===== src/rtl/example_seq_arb_if.sv =====
// Requester command channels and datapath drive of the shared example datapath.
// The arbiter takes the slave side; requesters and the datapath sit on the master side.
interface example_seq_arb_if #(
   parameter int LEN_W = 3
);
   logic             req0_valid;
   logic [1:0]       req0_ab;
   logic [LEN_W-1:0] req0_len;
   logic             req0_ready;
   logic             req1_valid;
   logic [1:0]       req1_ab;
   logic [LEN_W-1:0] req1_len;
   logic             req1_ready;
   logic             a;
   logic             b;
   logic             busy;
   logic             owner;
   logic             done;
   logic             done_id;

   modport slave (
      input  req0_valid, req0_ab, req0_len,
      input  req1_valid, req1_ab, req1_len,
      output req0_ready, req1_ready,
      output a, b, busy, owner, done, done_id
   );

   modport master (
      output req0_valid, req0_ab, req0_len,
      output req1_valid, req1_ab, req1_len,
      input  req0_ready, req1_ready,
      input  a, b, busy, owner, done, done_id
   );
endinterface


===== src/rtl/example_seq_arb.sv =====
// Round-robin arbiter/sequencer sharing the example datapath (a, b) between two requesters.
//
//   state | meaning
//   IDLE  | arbitrate, one requester may handshake
//   RUN   | drive {a,b} for len+1 cycles, cnt counts down to 0
//   GAP   | one idle cycle with a=b=0, done pulse visible
module example_seq_arb #(
   parameter int LEN_W = 3
) (
   input  logic             clk,
   input  logic             rstn,
   example_seq_arb_if.slave bus
);
   localparam logic [1:0] S_IDLE = 2'd0;
   localparam logic [1:0] S_RUN  = 2'd1;
   localparam logic [1:0] S_GAP  = 2'd2;

   logic [1:0]       state_q,   state_d;
   logic [LEN_W-1:0] cnt_q,     cnt_d;
   logic [1:0]       ab_q,      ab_d;
   logic             busy_q,    busy_d;
   logic             owner_q,   owner_d;
   logic             done_q,    done_d;
   logic             done_id_q, done_id_d;
   logic             last_q,    last_d;

   logic gnt_id;
   logic in_idle;
   logic rdy0;
   logic rdy1;

   // On a tie the requester that did not win last time goes first.
   assign gnt_id  = (bus.req0_valid && bus.req1_valid) ? ~last_q : bus.req1_valid;
   assign in_idle = (state_q == S_IDLE);
   assign rdy0    = in_idle && bus.req0_valid && !gnt_id;
   assign rdy1    = in_idle && bus.req1_valid &&  gnt_id;

   always_comb begin
      state_d   = state_q;
      cnt_d     = cnt_q;
      ab_d      = ab_q;
      busy_d    = busy_q;
      owner_d   = owner_q;
      done_d    = done_q;
      done_id_d = done_id_q;
      last_d    = last_q;
      case (state_q)
         S_IDLE: begin
            if (rdy0 || rdy1) begin
               ab_d    = gnt_id ? bus.req1_ab  : bus.req0_ab;
               cnt_d   = gnt_id ? bus.req1_len : bus.req0_len;
               owner_d = gnt_id;
               last_d  = gnt_id;
               busy_d  = 1'b1;
               state_d = S_RUN;
            end
         end
         S_RUN: begin
            if (cnt_q != '0) begin
               cnt_d = cnt_q - LEN_W'(1);
            end else begin
               ab_d      = 2'b00;
               done_d    = 1'b1;
               done_id_d = owner_q;
               state_d   = S_GAP;
            end
         end
         S_GAP: begin
            busy_d  = 1'b0;
            done_d  = 1'b0;
            state_d = S_IDLE;
         end
         default: begin
            ab_d    = 2'b00;
            busy_d  = 1'b0;
            done_d  = 1'b0;
            state_d = S_IDLE;
         end
      endcase
   end

   always_ff @(posedge clk or negedge rstn) begin
      if (!rstn) begin
         state_q   <= S_IDLE;
         cnt_q     <= '0;
         ab_q      <= 2'b00;
         busy_q    <= 1'b0;
         owner_q   <= 1'b0;
         done_q    <= 1'b0;
         done_id_q <= 1'b0;
         last_q    <= 1'b1;
      end else begin
         state_q   <= state_d;
         cnt_q     <= cnt_d;
         ab_q      <= ab_d;
         busy_q    <= busy_d;
         owner_q   <= owner_d;
         done_q    <= done_d;
         done_id_q <= done_id_d;
         last_q    <= last_d;
      end
   end

   assign bus.req0_ready = rdy0;
   assign bus.req1_ready = rdy1;
   assign bus.a          = ab_q[1];
   assign bus.b          = ab_q[0];
   assign bus.busy       = busy_q;
   assign bus.owner      = owner_q;
   assign bus.done       = done_q;
   assign bus.done_id    = done_id_q;
endmodule


===== src/flat_wrapper.sv =====
// flat-port wrapper written by rule: the top's interface ports become plain ports
module example_seq_arb_flat 
#(
   parameter int LEN_W = 3
)
  (clk, rstn, bus_req0_valid, bus_req0_ab, bus_req0_len, bus_req1_valid, bus_req1_ab, bus_req1_len, bus_req0_ready, bus_req1_ready, bus_a, bus_b, bus_busy, bus_owner, bus_done, bus_done_id);
  example_seq_arb_if #(.LEN_W(LEN_W)) bus_i ();
  input  logic clk;
  input  logic rstn;
  input wire logic [$bits(bus_i.req0_valid)-1:0] bus_req0_valid;
  input wire logic [$bits(bus_i.req0_ab)-1:0] bus_req0_ab;
  input wire logic [$bits(bus_i.req0_len)-1:0] bus_req0_len;
  input wire logic [$bits(bus_i.req1_valid)-1:0] bus_req1_valid;
  input wire logic [$bits(bus_i.req1_ab)-1:0] bus_req1_ab;
  input wire logic [$bits(bus_i.req1_len)-1:0] bus_req1_len;
  output wire logic [$bits(bus_i.req0_ready)-1:0] bus_req0_ready;
  output wire logic [$bits(bus_i.req1_ready)-1:0] bus_req1_ready;
  output wire logic [$bits(bus_i.a)-1:0] bus_a;
  output wire logic [$bits(bus_i.b)-1:0] bus_b;
  output wire logic [$bits(bus_i.busy)-1:0] bus_busy;
  output wire logic [$bits(bus_i.owner)-1:0] bus_owner;
  output wire logic [$bits(bus_i.done)-1:0] bus_done;
  output wire logic [$bits(bus_i.done_id)-1:0] bus_done_id;
  assign bus_i.req0_valid = bus_req0_valid;
  assign bus_i.req0_ab = bus_req0_ab;
  assign bus_i.req0_len = bus_req0_len;
  assign bus_i.req1_valid = bus_req1_valid;
  assign bus_i.req1_ab = bus_req1_ab;
  assign bus_i.req1_len = bus_req1_len;
  assign bus_req0_ready = bus_i.req0_ready;
  assign bus_req1_ready = bus_i.req1_ready;
  assign bus_a = bus_i.a;
  assign bus_b = bus_i.b;
  assign bus_busy = bus_i.busy;
  assign bus_owner = bus_i.owner;
  assign bus_done = bus_i.done;
  assign bus_done_id = bus_i.done_id;
  example_seq_arb #(.LEN_W(LEN_W)) u_core (.clk(clk), .rstn(rstn), .bus(bus_i));
endmodule

===== config.mk =====
export PLATFORM = sky130hd
export DESIGN_NAME = example_seq_arb_flat
export DESIGN_NICKNAME = d
export VERILOG_FILES = /design/src/rtl/example_seq_arb_if.sv /design/src/rtl/example_seq_arb.sv /design/src/flat_wrapper.sv
export SDC_FILE = /design/constraint.sdc
export NUM_CORES = 1
export LEC_CHECK = 0
export BUFFER_PORTS_ARGS = -buffer_cell sky130_fd_sc_hd__buf_4
export CELL_PAD_IN_SITES_DETAIL_PLACEMENT = 1
export CELL_PAD_IN_SITES_GLOBAL_PLACEMENT = 1
export CORE_MARGIN = 2
export CORE_UTILIZATION = 35
export DETAILED_ROUTE_END_ITERATION = 16
export PLACE_DENSITY = 0.86
export RECOVER_POWER = 100
export SLEW_MARGIN = 20
export SYNTH_ARGS = -nofsm -noshare
export SYNTH_HDL_FRONTEND = slang
export SYNTH_SLANG_ARGS = --single-unit

===== constraint.sdc =====
create_clock -name clk -period 3.6 [get_ports clk]
set_input_delay 0.54 -clock clk [delete_from_list [all_inputs] [get_ports clk]]
set_output_delay 0.54 -clock clk [all_outputs]
set_load 0.05 [all_outputs]

==> results.toml <==
[worst_setup_path]
timing.critical_path.required_ns = 3.06
critPathLaunchType = "register"
setup.worst_path.end_class = "output pin"
worst-path-buf-inv = 1
critical_path_peak_fanout = 11
timing.critical_path.max_delay_family = "flip-flops"
crit_arrival_ns = 1.73
most_common_cell_type_on_the_critical_path = "nor2_1"
timing.critical_path.slowest_stage_cell = "dfrtp_1"
worstSetupPathType = "register to output pin"
critical_path.cell_chain = "nor2_1 -> nand2_1 -> nor2_1 -> clkbuf_1"
slowest_delay_ns = 0.50

[floorplanning]
fp-row-count = 15
initial_core_util = 0.373
vertical_die_dimension_um = 47.2
floorplan.die.width_um = 47.2
placeableCoreArea_sq_mm = 0.00175
io_pins = 22
design.die.area_sq_mm = 0.00222

[drt]
total_routed_length_um = 1660
drt_first_iter_violations = 2
detail_route.vias_per_cell = 5.11
via_count = 557
drcViolationCount = 0
ant_nets = 0
detailedRoute.firstPassIterationCount = 4
routed_wire_length_per_instance_um = 15.2

[logic_synthesis]
synth_top_area_frac = 0.422
synth.largest_area_cell = "dfrtp_1"
syn-mean-instance-area_sq_um = 10.7
synth_edf_count = 0
synth.distinct_cells = 27
yosys.cell_count.top_type = "dfrtp_1"
synthFlopType = "dfrtp_1"
synth_cells = 61
yosysSeqAreaShare = 0.463
area_of_the_mapped_netlist_sq_um = 652
post_synth_most_frequent_cells = "11 x dfrtp_1, 7 x inv_1, 6 x o21ai_0"
synthTopCellsByArea = "dfrtp_1 42%, mux2i_1 4.6%, o21ai_0 4.6%"
postSynth.asyncResetShare = 1.00
synth.ff_latch_count = 12
postSynthNetCount = 77
ys.warnings.count = 0

[clock_network]
cts-root-buf = "clkbuf_4"
ctsResizeCount = 0
cts_post_setup_buffers_inserted = 0
maximum_level_of_the_cts_h_tree = 1
cts-root-to-sink-buffers = 2
clkSinkCount = 12
tritoncts = "done"
clk_transition_reported_paths_ns = 0.08
tritoncts.num_buffers = 3
cts_hold_buffers = 0
clock_latency_ns = 0.28

[placed_design]
gpl.final_weighted_congestion = 0.797
placed_area_sq_um = 818
place.detailed.hpwl_um = 1310
dpl_worst_slack_ns = 1.69
portBuffers = 21

[timing]
timing_max_transition_violations_final = 0
tightestPinTransition_ns = 0.682
rsz0062_at_grt = "no"
setup_viol = 0
worst_hold_slack_ns = 0.260
fmax_mhz = 440
layout_min_cycle_time_ns = 2.27
slew-limit-headroom = 0.546
setup_total_negative_slack_ns = 0
fin_crit_sh = 0.632
final.setup.worst_slack_ns = 1.33
clock-skew-final_ns = 0.00294
timing.final.hold_violations = 0

[global_routing]
grt.busiest_layer = "met2"
grt.met3_usage = 0.0385
grt.met2_usage = 0.279
overflow_after_grt = 0
grt_pass1_vias = 572
gr-usage-met1 = 0.226
grt_start_max_net_pins = 13
grt_antenna_before_repair = 0
globalRouteTotalUtil = 0.180
grt_pass1_wl_um = 2640

[final_layout]
final_layout_size_suffix_gt1_frac = 0.238
design.final.nets = 101
final.fill_count = 225
fin_area_sq_um = 813
utilization = 0.466
area_delta_synth_final_pct = 24.8
antenna-diode-count = 0

[run]
cap_violations = 0

[power]
total_power_per_unit_cell_area_mw_per_mm2 = 936
leakage_nw = 0.384
vdd.ir_drop.worst_uv = 363

[worst_hold_path]
class_of_the_tightest_hold_or_removal_check = "primary input to asynchronous set/reset pin"

[status]
status = "finished clean"
worst register-to-register path: stages, from the launching register on:
cell	delay, ns
dfrtp_1	0.37
inv_1	0.05
ha_1	0.19
ha_1	0.27
o21ai_0	0.18
or3b_1	0.36
o32ai_1	0.27
state kept, by name, summed over array words and instances (netlist names):
name,count
u_core.cnt_q,3
u_core.ab_q,2
u_core.state_q,2
u_core.bus.busy,1
u_core.bus.done,1
u_core.bus.done_id,1
u_core.bus.owner,1
u_core.last_q,1
cell type report:
class                           instances  area, sq um  share of cell area
Multi-Input combinational cell         40          294               0.362
Tap cell                               25         31.3              0.0385
Clock buffer                            4         36.3              0.0446
Inverter                                7         26.3              0.0323
Sequential cell                        12          302               0.371
Timing Repair Buffer                   21          124               0.152
routing by layer:
layer  routed length (um)  up-vias
met3                   61        5
li1                     -      264
met1                  737      272
met4                   45        0
met5                    0        -
met2                  815       16
metrics by stage:
step | instances | total power (W)
after floorplan | 61 | 0.000589
after global placement | 105 | 0.000680
after detailed placement | 105 | 0.000700
after CTS | 109 | 0.000816
after global routing | 109 | 0.000819
final | 109 | 0.000762
report_power, final:
group	total, W	switching [W]	internal, W
Combinational	0.000392	0.000254	0.000138
Sequential	0.000257	0.0000537	0.000203
Clock	0.000113	0.0000515	0.0000616
Total	0.000762	0.000359	0.000402
logic make-up (layout without fill, tap and decap cells):
family                   Yosys count  in the layout  share of synthesized area
flip-flops                        12             12                      0.463
AND/OR/NAND/NOR                   14             14                      0.129
adder cells (fa/ha/maj)            2              2                     0.0384
multiplexers                       5              5                     0.0806
buffers and inverters              9             32                     0.0749
AO/OA/AOI/OAI                     19             19                      0.215
cells in the final DEF, fill, tap and decap left out, types with 3 or more instances in the layout:
| cell | count |
|---|---|
| buf_4 | 12 |
| o21ai_0 | 6 |
| dfrtp_1 | 11 |
| clkbuf_4 | 3 |
| a21oi_1 | 3 |
| mux2i_1 | 3 |
| nor2_1 | 4 |
| clkbuf_1 | 9 |
| inv_1 | 7 |
path summary, 6_finish.rpt:
kind	startpoint	to	slack [ns]	depth (start not counted)
setup / recovery	u_core.state_q[1]	bus_req0_ready	1.33	4
hold / removal	rstn	u_core.bus.owner	0.26	1
setup reg to reg	u_core.cnt_q[0]	u_core.cnt_q[2]	1.83	6
hold reg to reg	u_core.bus.done_id	u_core.bus.done_id	0.49	1
max in group asynchronous	rstn	u_core.cnt_q[2]	2.91	1
min in group clk	bus_req0_valid	u_core.last_q	0.47	2
Power figures use the tool's default switching activity.
